**src/rtl/pc_sequencer_if.sv**
```systemverilog
// Decode-side handshake bundle for the PC sequencer: instruction/condition inputs and fetch-side outputs.
interface pc_sequencer_if #(
    parameter int unsigned ADDR_W = 8
);
    logic              instr_valid;
    logic [1:0]        op;
    logic [7:0]        cond_sel;
    logic              cond_inv;
    logic [5:0]        cond_flags;
    logic [ADDR_W-1:0] target;
    logic              stall;

    logic [ADDR_W-1:0] pc;
    logic              pc_valid;
    logic              flush;
    logic              fault;

    modport master (
        output instr_valid, op, cond_sel, cond_inv, cond_flags, target, stall,
        input  pc, pc_valid, flush, fault
    );

    modport slave (
        input  instr_valid, op, cond_sel, cond_inv, cond_flags, target, stall,
        output pc, pc_valid, flush, fault
    );
endinterface

```
**src/rtl/pc_sequencer.sv**
```systemverilog
// Program-counter sequencer: condition evaluation, next-PC selection, redirect bubble and fault lock.
// Return-address stack (CALL/RET, fault) is built only when PC_SEQUENCER_CALL_STACK_EN is defined.
module pc_sequencer #(
    parameter int unsigned       ADDR_W      = 8,
    parameter logic [ADDR_W-1:0] RESET_PC    = '0,
    parameter int unsigned       STACK_DEPTH = 4
) (
    input  logic           clk,
    input  logic           rst_n,
    pc_sequencer_if.slave  bus
);

    localparam logic [1:0] OP_NEXT = 2'd0;
    localparam logic [1:0] OP_JUMP = 2'd1;
    localparam logic [1:0] OP_CALL = 2'd2;
    localparam logic [1:0] OP_RET  = 2'd3;

    // REDIR is the flush cycle carrying the new pc; BUBBLE follows before fetch resumes.
    typedef enum logic [2:0] {
        ST_START  = 3'd0,
        ST_RUN    = 3'd1,
        ST_REDIR  = 3'd2,
        ST_BUBBLE = 3'd3,
        ST_FAULT  = 3'd4
    } state_e;

    state_e            state_q;
    logic [ADDR_W-1:0] pc_q;
    logic              pc_valid_q;
    logic              flush_q;
    logic              fault_q;

    logic              cond_true_c;
    logic              taken_c;
    logic [ADDR_W-1:0] pc_inc_c;
    logic [ADDR_W-1:0] npc_c;
    logic              redirect_c;
    logic              fault_hit_c;
    logic              decide_c;

    assign pc_inc_c = pc_q + ADDR_W'(1);
    assign decide_c = (state_q == ST_RUN) && bus.instr_valid && !bus.stall;

    always_comb begin : cond_eval
        cond_true_c = 1'b0;
        if (bus.cond_sel == 8'd1) begin
            cond_true_c = 1'b1;
        end else if ((bus.cond_sel >= 8'd2) && (bus.cond_sel <= 8'd7)) begin
            cond_true_c = bus.cond_flags[3'(bus.cond_sel - 8'd2)];
        end
        taken_c = cond_true_c ^ bus.cond_inv;
    end

`ifdef PC_SEQUENCER_CALL_STACK_EN
    localparam int unsigned SP_W  = $clog2(STACK_DEPTH + 1);
    localparam int unsigned IDX_W = $clog2(STACK_DEPTH);

    logic [ADDR_W-1:0] stack_q [STACK_DEPTH];
    logic [SP_W-1:0]   sp_q;
    logic              stack_full_c;
    logic              stack_empty_c;
    logic [ADDR_W-1:0] stack_top_c;
    logic              push_c;
    logic              pop_c;

    assign stack_full_c  = (sp_q == SP_W'(STACK_DEPTH));
    assign stack_empty_c = (sp_q == '0);
    assign stack_top_c   = stack_q[IDX_W'(sp_q - SP_W'(1))];
`endif

    // Next-pc selection for a RUN-state decision; misuse of the stack keeps pc and faults.
    always_comb begin : next_pc
        npc_c       = pc_inc_c;
        redirect_c  = 1'b0;
        fault_hit_c = 1'b0;
`ifdef PC_SEQUENCER_CALL_STACK_EN
        push_c      = 1'b0;
        pop_c       = 1'b0;
`endif
        if (decide_c && taken_c) begin
            unique case (bus.op)
                OP_NEXT: ;
                OP_JUMP: begin
                    redirect_c = 1'b1;
                    npc_c      = bus.target;
                end
                OP_CALL: begin
`ifdef PC_SEQUENCER_CALL_STACK_EN
                    if (stack_full_c) begin
                        fault_hit_c = 1'b1;
                        npc_c       = pc_q;
                    end else begin
                        push_c     = 1'b1;
                        redirect_c = 1'b1;
                        npc_c      = bus.target;
                    end
`else
                    redirect_c = 1'b1;
                    npc_c      = bus.target;
`endif
                end
                OP_RET: begin
`ifdef PC_SEQUENCER_CALL_STACK_EN
                    if (stack_empty_c) begin
                        fault_hit_c = 1'b1;
                        npc_c       = pc_q;
                    end else begin
                        pop_c      = 1'b1;
                        redirect_c = 1'b1;
                        npc_c      = stack_top_c;
                    end
`endif
                end
            endcase
        end
    end

    // Sequencer FSM with registered outputs; stall freezes everything and drops flush.
    always_ff @(posedge clk or negedge rst_n) begin : fsm
        if (!rst_n) begin
            state_q    <= ST_START;
            pc_q       <= RESET_PC;
            pc_valid_q <= 1'b0;
            flush_q    <= 1'b0;
            fault_q    <= 1'b0;
        end else begin
            flush_q <= 1'b0;
            if (!bus.stall) begin
                unique case (state_q)
                    ST_START: begin
                        state_q    <= ST_RUN;
                        pc_valid_q <= 1'b1;
                    end
                    ST_RUN: begin
                        if (bus.instr_valid) begin
                            pc_q <= npc_c;
                            if (fault_hit_c) begin
                                state_q    <= ST_FAULT;
                                pc_valid_q <= 1'b0;
                                flush_q    <= 1'b1;
                                fault_q    <= 1'b1;
                            end else if (redirect_c) begin
                                state_q    <= ST_REDIR;
                                pc_valid_q <= 1'b0;
                                flush_q    <= 1'b1;
                            end
                        end
                    end
                    ST_REDIR: begin
                        state_q <= ST_BUBBLE;
                    end
                    ST_BUBBLE: begin
                        state_q    <= ST_RUN;
                        pc_valid_q <= 1'b1;
                    end
                    ST_FAULT: ;
                    default: begin
                        state_q    <= ST_START;
                        pc_valid_q <= 1'b0;
                    end
                endcase
            end
        end
    end

`ifdef PC_SEQUENCER_CALL_STACK_EN
    // Return-address stack; sp_q counts occupied entries.
    always_ff @(posedge clk or negedge rst_n) begin : ras
        if (!rst_n) begin
            sp_q <= '0;
            for (int i = 0; i < int'(STACK_DEPTH); i++) begin
                stack_q[i] <= '0;
            end
        end else if (push_c) begin
            stack_q[IDX_W'(sp_q)] <= pc_inc_c;
            sp_q                  <= sp_q + SP_W'(1);
        end else if (pop_c) begin
            sp_q <= sp_q - SP_W'(1);
        end
    end
`endif

    assign bus.pc       = pc_q;
    assign bus.pc_valid = pc_valid_q;
    assign bus.flush    = flush_q;
    assign bus.fault    = fault_q;

endmodule

```
**src/flat_wrapper.sv**
```systemverilog
// flat-port wrapper written by rule: the top's interface ports become plain ports
module pc_sequencer_flat 
#(
    parameter int unsigned       ADDR_W      = 8,
    parameter logic [ADDR_W-1:0] RESET_PC    = '0,
    parameter int unsigned       STACK_DEPTH = 4
)
  (clk, rst_n, bus_instr_valid, bus_op, bus_cond_sel, bus_cond_inv, bus_cond_flags, bus_target, bus_stall, bus_pc, bus_pc_valid, bus_flush, bus_fault);
  pc_sequencer_if #(.ADDR_W(ADDR_W)) bus_i ();
  input  logic clk;
  input  logic rst_n;
  input wire logic [$bits(bus_i.instr_valid)-1:0] bus_instr_valid;
  input wire logic [$bits(bus_i.op)-1:0] bus_op;
  input wire logic [$bits(bus_i.cond_sel)-1:0] bus_cond_sel;
  input wire logic [$bits(bus_i.cond_inv)-1:0] bus_cond_inv;
  input wire logic [$bits(bus_i.cond_flags)-1:0] bus_cond_flags;
  input wire logic [$bits(bus_i.target)-1:0] bus_target;
  input wire logic [$bits(bus_i.stall)-1:0] bus_stall;
  output wire logic [$bits(bus_i.pc)-1:0] bus_pc;
  output wire logic [$bits(bus_i.pc_valid)-1:0] bus_pc_valid;
  output wire logic [$bits(bus_i.flush)-1:0] bus_flush;
  output wire logic [$bits(bus_i.fault)-1:0] bus_fault;
  assign bus_i.instr_valid = bus_instr_valid;
  assign bus_i.op = bus_op;
  assign bus_i.cond_sel = bus_cond_sel;
  assign bus_i.cond_inv = bus_cond_inv;
  assign bus_i.cond_flags = bus_cond_flags;
  assign bus_i.target = bus_target;
  assign bus_i.stall = bus_stall;
  assign bus_pc = bus_i.pc;
  assign bus_pc_valid = bus_i.pc_valid;
  assign bus_flush = bus_i.flush;
  assign bus_fault = bus_i.fault;
  pc_sequencer #(.ADDR_W(ADDR_W), .RESET_PC(RESET_PC), .STACK_DEPTH(STACK_DEPTH)) u_core (.clk(clk), .rst_n(rst_n), .bus(bus_i));
endmodule
```
**config.mk**
```make
export PLATFORM = sky130hd
export DESIGN_NAME = pc_sequencer_flat
export DESIGN_NICKNAME = d
export VERILOG_FILES = /design/src/rtl/pc_sequencer_if.sv /design/src/rtl/pc_sequencer.sv /design/src/flat_wrapper.sv
export SDC_FILE = /design/constraint.sdc
export NUM_CORES = 1
export LEC_CHECK = 0
export CAP_MARGIN = 20
export CORE_ASPECT_RATIO = 1.1
export CORE_MARGIN = 2
export CORE_UTILIZATION = 39
export CTS_CLUSTER_DIAMETER = 120
export DETAILED_ROUTE_END_ITERATION = 10
export PLACE_DENSITY = 0.81
export SETUP_SLACK_MARGIN = 0.5
export SLEW_MARGIN = 30
export SYNTH_ARGS = -nofsm -noshare
export SYNTH_HDL_FRONTEND = slang
export SYNTH_SLANG_ARGS = --single-unit
```
**constraint.sdc**
```tcl
create_clock -name clk -period 2.6 [get_ports clk]
set_input_delay 0.78 -clock clk [delete_from_list [all_inputs] [get_ports clk]]
set_output_delay 0.78 -clock clk [all_outputs]
set_load 0.02 [all_outputs]
```
# After elaboration in Yosys (flattened, before gate mapping)
# Cells that the tools add are included.
# W data, S select, Z words.
[op_classes] n_addsub=2 mul=0 div_mod_pow=0 n_lt_le_gt_ge=3 n_eq_ne=9 shift=0 mux=18 bitwise_logic=4 n_reduce_logical=12
[op_table] operator="$mux W8" n=2
[op_table] operator="$pmux W3 S4" n=1
[op_table] operator="$mux W1" n=11
[op_table] operator="$add A8 B1 Y8 const B" n=1
[op_table] operator="$eq A8 B1 Y1 const B" n=1
[op_table] operator="$ge A8 B2 Y1 const B" n=1
[op_table] operator="$le A8 B3 Y1 const B" n=1
[op_table] operator="$reduce_and A4 Y1" n=2
[op_table] operator="$eq A3 B2 Y1 const B" n=2
[op_table] operator="$mux W3" n=2
[op_table] operator="$reduce_or A2 Y1" n=3
[op_table] operator="$logic_and A1 B1 Y1" n=4
[op_table] operator="$lt A3 B4 Y1 const B" n=1
[op_table] operator="$bmux W1 S3" n=1
[op_table] operator="$eq A3 B1 Y1 const B" n=1
[op_table] operator="$eq A3 B3 Y1 const B" n=1
[op_table] operator="$logic_not A3 Y1" n=1
[op_table] operator="$not A1 Y1" n=3
[op_table] operator="$pmux W1 S3" n=1
[op_table] operator="$reduce_and A3 Y1" n=1
[op_table] operator="$sub A3 B2 Y3 const B" n=1
[op_table] operator="$eq A2 B1 Y1 const B" n=1
[op_table] operator="$eq A2 B2 Y1 const B" n=1
[op_table] operator="$ne A2 B1 Y1 const B" n=1
[op_table] operator="other kinds (3)" n=3
[totals] ff_bits=13 latch_bits=0 ramBits=0 romBits=0 output_inout_bits=11 memories=0

# Depth between registers and ports, before layout
# Gate-level depths: netlist (run 1).
[depth] depth_word=12 mapped_depth=10

# Worst setup path before layout (run 1)
# OpenSTA, ideal clock, no wires.
[synth_timing] kind="in2reg" startpoint="input port bus_cond_sel[7]" endpoint="register u_core.pc_q[0], in the netlist u_core.bus.pc[0]" setup_time_ps=126 t_arrival_ps=2413 t_required_ps=2474 slack_ps=61 path_stages=6 cell_sequence="or4_1 -> nor3_2 -> o221a_2 -> mux2_4 -> nor3b_1 -> a221o_1"
[synth_via] elab_chain_cells=7
[synth_lines] item="start, declared" line_no="flat_wrapper.sv:14" source="input wire logic [$bits(bus_i.cond_sel)-1:0] bus_cond_sel;"
[synth_lines] item="$ge A8 B2 Y1 or $le A8 B3 Y1 (tied branches)" line_no="pc_sequencer.sv:48" source="end else if ((bus.cond_sel >= 8'd2) && (bus.cond_sel <= 8'd7)) begin"
[synth_lines] item="$logic_and A1 B1 Y1" line_no="pc_sequencer.sv:48"
[synth_lines] item="$mux W1" line_no="pc_sequencer.sv:48"
[synth_lines] item="$mux W1 (*)" line_no="pc_sequencer.sv:46" source="if (bus.cond_sel == 8'd1) begin"
[synth_lines] item="$xor A1 B1 Y1 (*)" line_no="pc_sequencer.sv:51" source="taken_c = cond_true_c ^ bus.cond_inv;"
[synth_lines] item="$logic_and A1 B1 Y1 (*)" line_no="pc_sequencer.sv:80" source="if (decide_c && taken_c) begin"
[synth_lines] item="$mux W8 (*)" line_no="pc_sequencer.sv:80"
[synth_lines] item="end signal, assigned" line_no="pc_sequencer.sv:136" source="pc_q <= npc_c;"
[synth_lines] item="end, declared" line_no="pc_sequencer.sv:28" source="logic [ADDR_W-1:0] pc_q;"
# Mark *: on every way between the ends. The rest lies on a longest branch, timed or not.
# A chain may end at the register's enable or synchronous reset.

# Worst setup path in the final report (run 1)
# Same ends and word-level chain as after synthesis.

==> results.md, run 1 <==
- GRT met1 Usage: 0.212
- Post-CTS Hold Buffers: 0
- Multi-input gate area: 533 µm²
- Die area: between 2000 and 2500 µm²
- Synth Instances: 83
- Gr usage total: 0.193
- Setup CP Type: primary input to flip-flop
- Post-route cell area: 1370 µm²
- Routed vias: 818
- Synth area leaders: dfrtp_1 (37%), mux2i_1 (8.6%), ha_1 (6.2%), a21oi_1 (5.5%), xor2_1 (4.3%)
- Final Wtd Congestion: 0.697
- Total grt overflow: 0
- Worst setup path startpoint: bus_cond_sel[7]
- Initial DRT Pass Iterations: 4
- CTS tree: yes
- PwrDens: 771 nW/µm²
- Clk sinks: 12
- Post-synth cell types: 32
- DR vias/cell: 5.14
- Final Hold Vio Count: 0
- Grt met3 use: 0.0313
- DIE WIDTH: 47.5 µm
- Top Usage Layer GRT: met2
- Most common library cells after synthesis: dfrtp_1 (12), a21oi_1 (9), mux2i_1 (7)
- Dominant synthesized flop cell: dfrtp_1
- First-pass GRT wire length: 3470 µm
- Clock power frac: 0.146
- Initial core utilization: 0.407
- Worst skew pair latency: 280 ps
- DR WL/cell: 13.0 µm
- Crit path DAT: 2510 ps
- Worst path required time: 2770 ps
- Count leader, synth: dfrtp_1
- H-tree Lvls: 1
- EDFF count, synth: 0
- VDD IR-drop max: 540 µV
- Logic pwr share: 0.515
- Core area: 2000 µm²
- Area Overhead vs Synth: 68.5%
- Largest net degree at the start of global routing: 13
- Fmax: 427 MHz
- Crit Path Max Fanout: 4
- CP startpoint kind: primary input
- Dpl cell area: approximately 1300 µm²
- Net count, final: roughly 170
- 1st-iter DRT viols: 7
- Final setup fails: 0
- Reg-to-reg startpoint: u_core.state_q[1]$_DFFE_PN0P_
- Largest area contributor in the synthesized netlist: dfrtp_1
- Skew final: 3.08 ps
- Sw Share: 0.400
- Die Span Y: 51.9 µm
- Io pins: 40
- Status: completed
- Clock tree buffer depth: 2
- IO Port Bufs: 38
- Root Driver: clkbuf_4
- Crit. End Element: flip-flop
- Post-Syn Area per Cell: 9.80 µm²
- Post-route ant nets: 0
- Max-Cap Viols: 0
- Detailed placer's ending HPWL: 1580 µm
- DR DRC count: 0
- Post-Place Setup Slack: -344 ps
- Final worst path period need: 2340 ps
- Initial antenna violation count: 0
- Seq/Total Area, Yosys: 0.369
- Flop pwr share: 0.339
- Total Wirelength: approximately 2100 µm
- YS warnings: 0
- Slew margin rel.: 0.627
- Core Util, Final: 0.685
- Hold path start: u_core.bus.pc_valid$_DFFE_PN0P_
- Yosys reg bits: 12
- Cell area after synthesis: 813 µm²
- Fill cells: 180
- Unrepaired setup endpoints after global routing: yes
- Hold_ws: 517 ps
- Leak: 0.657 nW
- Synth top area share: 0.369
- Clk slew on worst S/H paths: about 80 ps
- Flip-flop and latch area: 300 µm²
- Share of cells above drive strength 1: 0.260
- Vias in the first global route: 832
- Slew @ Worst Pin: 558 ps
- Final Max Slew Viols: 0
- P_int: about 0.63 mW
- NetSw: 0.423 mW
- ANT cells: 0
- HP Class: flip-flop to flip-flop
- Syn nets: 116
- Num CTS Buffers: 3
- Async SR Flop Fraction: 1.00
- Final setup margin: 258 ps
- Grt met2 use: 0.363
- Row cnt: 17
- Final Cycle Share: 0.901
[layout by cell type, fill, tap and decap left out, types with 5 or more instances in the layout]
master           netlist  layout
buf_4                  1       7
dfrtp_1               12      12
nand2_1                5       5
inv_1                  5       5
nor2_1                 5       5
dlygate4sd2_1          0       6
clkdlybuf4s50_1        0      23
a21oi_1                9       6
mux2i_1                7       6
dlymetal6s2s_1         0       5
[path summary, 6_finish.rpt]
check	endpoint	slack, ps	cells after the start
max	u_core.bus.pc[0]$_DFFE_PN0P_	260	7
min	u_core.bus.pc_valid$_DFFE_PN0P_	520	1
max reg2reg	u_core.bus.pc[0]$_DFFE_PN0P_	540	8
min reg2reg	u_core.bus.pc_valid$_DFFE_PN0P_	520	1
max in group asynchronous	u_core.bus.pc[5]$_DFFE_PN0P_	1380	1
min in group asynchronous	u_core.bus.pc[3]$_DFFE_PN0P_	850	1
[layout make-up]
| class | instances | share of cell area |
|---|---|---|
| clock buffer | 4 | 0.0265 |
| inverter | 5 | 0.0137 |
| multi-input combinational | 63 | 0.389 |
| sequential | 12 | 0.219 |
| tap | 28 | 0.0256 |
| timing repair buffer | 47 | 0.326 |
[flip-flops by register name, summed over array words and instances (netlist names)]
name / flops
u_core.state_q: 2
u_core.bus.flush: 1
u_core.bus.pc_valid: 1
u_core.bus.pc: 8
[metal layers]
metal	share of wire	up-vias
met4	0.018	0
met1	0.40	393
met2	0.54	30
met3	0.046	4
met5	0	-
li1	-	391
[logic make-up after synthesis]
family                     Yosys count  synth area share
other                                1           0.00461
adders and majority gates            4            0.0615
and+or+nand+nor                     28             0.198
xor gates and xnor gates             5            0.0538
muxes                                9             0.118
AOI/OAI and AO/OA                   16             0.129
DFF                                 12             0.369
buffers and inverters                8            0.0646
[critical path, stage by stage]
cell	delay, ps
clkbuf_2	80
or4_4	520
nor3_2	150
o221a_2	220
mux2_4	330
nor3b_4	160
a221o_1	270
[metrics by stage]
step | power (mW) | std cells | TNS, ps
4_1_cts | 1.03 | 158 | 0
3_3_place_gp | 0.865 | 153 | -3070
5_1_grt | 1.14 | 159 | 0
2_1_floorplan | 0.638 | 83 | 0
6_report | 1.06 | 159 | 0
3_5_place_dp | 0.887 | 153 | -3360
[timing repair]
action	4_1_cts	5_1_grt
buffers inserted	1	1
pin swaps	5	9
endpoints found under the hold margin	0	0
gates resized for setup	23	13
setup endpoints to repair	15	16
[power groups by stage]
stage	Sequential (mW)	Combinational [mW]	Clock, mW
2_1_floorplan	0.422	0.217	0
3_3_place_gp	0.352	0.513	0
3_5_place_dp	0.356	0.531	0
4_1_cts	0.352	0.520	0.156
5_1_grt	0.371	0.599	0.167
6_report	0.358	0.544	0.155
Note: power is estimated with default switching activity, not from simulation.
==> run 2: changes to the inputs <==
==> constraint.sdc (replaced) <==
create_clock -name clk -period 2.5 [get_ports clk]
set_input_delay 0.75 -clock clk [delete_from_list [all_inputs] [get_ports clk]]
set_output_delay 0.75 -clock clk [all_outputs]
set_load 0.02 [all_outputs]
==> run 2 against run 1 <==
Against the previous run:
- combinational power is essentially flat
- sequential cell count is the same
- critical endpoint unchanged
- critical path type unchanged
- clock skew grew 2.0 ps
- first-iteration DRC count is the same
- total power grew 1.6%
- wire length shrank 0.34%
- via count shrank 1.7%
- worst hold slack lost 3.1 ps
- critical path depth is the same
- worst setup slack lost 68 ps
==> results.md, run 2 (synthesized netlist as in run 1, its figures left out) <==
- Final setup fails: 0 (unchanged)
- Crit Path Max Fanout: 4 (unchanged)
- Initial core utilization: 0.407 (unchanged)
- IO Port Bufs: 38 (unchanged)
- First-pass GRT wire length: 3470 µm (unchanged)
- Crit path DAT: 2480 ps (-30 ps)
- Vias in the first global route: 832 (unchanged)
- DR vias/cell: 5.06 (-1.7%)
- Final Cycle Share: 0.924
- Total grt overflow: 0 (unchanged)
- Slew @ Worst Pin: 566 ps (+8.39 ps)
- Fmax: about 430 MHz
- Core area: 2000 µm² (unchanged)
- Initial DRT Pass Iterations: 4 (unchanged)
- Worst path required time: 2670 ps (-100 ps)
- Area Overhead vs Synth: 67.1%
- Final Hold Vio Count: 0 (unchanged)
- Final setup margin: 191 ps (-67.5 ps)
- Dpl cells: 153 (unchanged)
- HP Class: flip-flop to flip-flop
- VDD IR-drop max: 519 µV (-4.0%)
- Worst skew pair latency: 280 ps (about the same)
- Io pins: 40 (unchanged)
- Max-Cap Viols: 0 (unchanged)
- Max reg flops: 8 (unchanged)
- R2R Setup Slk: 440 ps (-100 ps)
- Routed vias: 804 (-1.7%)
- Gr usage total: 0.193 (unchanged)
- ANT cells: 0 (unchanged)
- Status: completed
- Die Span Y: 51.9 µm (unchanged)
- Setup CP Type: primary input to flip-flop
- Detailed placer's ending HPWL: 1580 µm (unchanged)
- Final Max Slew Viols: 0 (unchanged)
- Skew final: 5.12 ps (+2.04 ps)
- Commonest cells after routing, fill and taps aside: clkdlybuf4s50_1 (20), dfrtp_1 (12), dlygate4sd2_1 (11), buf_4 (7)
- PwrDens: 790 nW/µm² (+2.5%)
- DR WL/cell: 12.9 µm (-0.34%)
- Row cnt: 17 (unchanged)
- Net count, final: 165 (unchanged)
- Post-Place Setup Slack: -414 ps (-70.0 ps)
- Root Driver: clkbuf_4
- Initial antenna violation count: 0 (unchanged)
- Share of cells above drive strength 1: 0.260 (unchanged)
- Crit. End Element: flip-flop
- 1st-iter DRT viols: 7 (unchanged)
- Clock tree buffer depth: 2 (unchanged)
- Largest net degree at the start of global routing: 13 (unchanged)
- Num CTS Buffers: 3 (unchanged)
- DIE WIDTH: 47.5 µm (unchanged)
- DR DRC count: 0 (unchanged)
- Final Non-Filler Cells: 159 (unchanged)
- CTS tree: yes
- Post-route ant nets: 0 (unchanged)
- Die area: 2470 µm² (unchanged)
- Commonest non-fill, non-tap cell in the layout: clkdlybuf4s50_1
- Fill cells: 179 (-0.56%)
- CP startpoint kind: primary input
- Total Wirelength: 2060 µm (-0.34%)
- Final Wtd Congestion: 0.697 (unchanged)
- H-tree Lvls: 1 (unchanged)
- Slew margin rel.: 0.621 (-0.00561)
- Clk sinks: 12 (unchanged)
- Leak: 0.654 nW (-0.44%)
- Hold_ws: 513 ps (-3.05 ps)
- Unrepaired setup endpoints after global routing: yes
- Clk slew on worst S/H paths: 80 ps (about the same)
- Final worst path period need: about 2300 ps
## run 2: cell count changes in the layout (fill, tap and decap cells not counted), sizes merged
cell | before | now
dlygate4sd2 | 6 | 11
clkdlybuf4s50 | 23 | 20
dlymetal6s2s | 5 | 3
## run 2: worst paths after layout
check | start | depth (start not counted) | endpoint
setup / recovery | bus_cond_sel[7] | 7 | u_core.bus.pc[0]$_DFFE_PN0P_
max in group asynchronous | rst_n | 1 | u_core.bus.pc[5]$_DFFE_PN0P_
min in group asynchronous | rst_n | 1 | u_core.bus.pc[3]$_DFFE_PN0P_
hold reg to reg | u_core.bus.pc_valid$_DFFE_PN0P_ | 1 | u_core.bus.pc_valid$_DFFE_PN0P_
setup reg to reg | u_core.state_q[1]$_DFFE_PN0P_ | 8 | u_core.bus.pc[0]$_DFFE_PN0P_
hold / removal | u_core.bus.pc_valid$_DFFE_PN0P_ | 1 | u_core.bus.pc_valid$_DFFE_PN0P_
## run 2: worst max-delay path: stages
cell and delay (ps):
clkbuf_2 80, or4_4 520, nor3_2 150, o221a_2 220, mux2_4 330, nor3b_4 160, a221o_1 270
## run 2: metal layers
metal / up-vias / wire length [µm] / GRT usage
met3: 4 / 97 / 0.0313
met2: 30 / 1120 / 0.363
met5: - / 0 / 0
met4: 0 / 37 / 0.0541
li1: 391 / - / -
met1: 379 / 805 / 0.212
## run 2: where the power goes
part / switching, mW / total, mW / internal [mW]
clock: 0.0732 / 0.162 / 0.0887
combinational: 0.272 / 0.542 / 0.270
sequential: 0.0905 / 0.369 / 0.279
## run 2: final cells by class
cell class	instances	area, µm²	share of cell area
multi-input cells	63	533	0.392
flip-flops and latches	12	300	0.221
well taps	28	35.0	0.0258
inverters	5	18.8	0.0138
clock buffers	4	36.3	0.0267
repair buffers	47	435	0.320
## run 2: stage by stage
step | setup TNS (ps) | instance area (µm²) | utilization | total power, mW
floorplan | 0 | 833 | - | 0.664
global placement | -3910 | 1270 | 0.634 | 0.900
detailed placement | -4200 | 1270 | 0.634 | 0.923
global route | 0 | 1360 | 0.680 | 1.16
CTS | 0 | 1310 | 0.656 | 1.04
finish | 0 | 1360 | 0.680 | 1.07
## run 2: repair_timing
action,4_1_cts,5_1_grt
pin swaps,5,9
resized for setup,28,11
hold buffers,0,0
setup endpoints to repair,20,14
buffers inserted,1,1
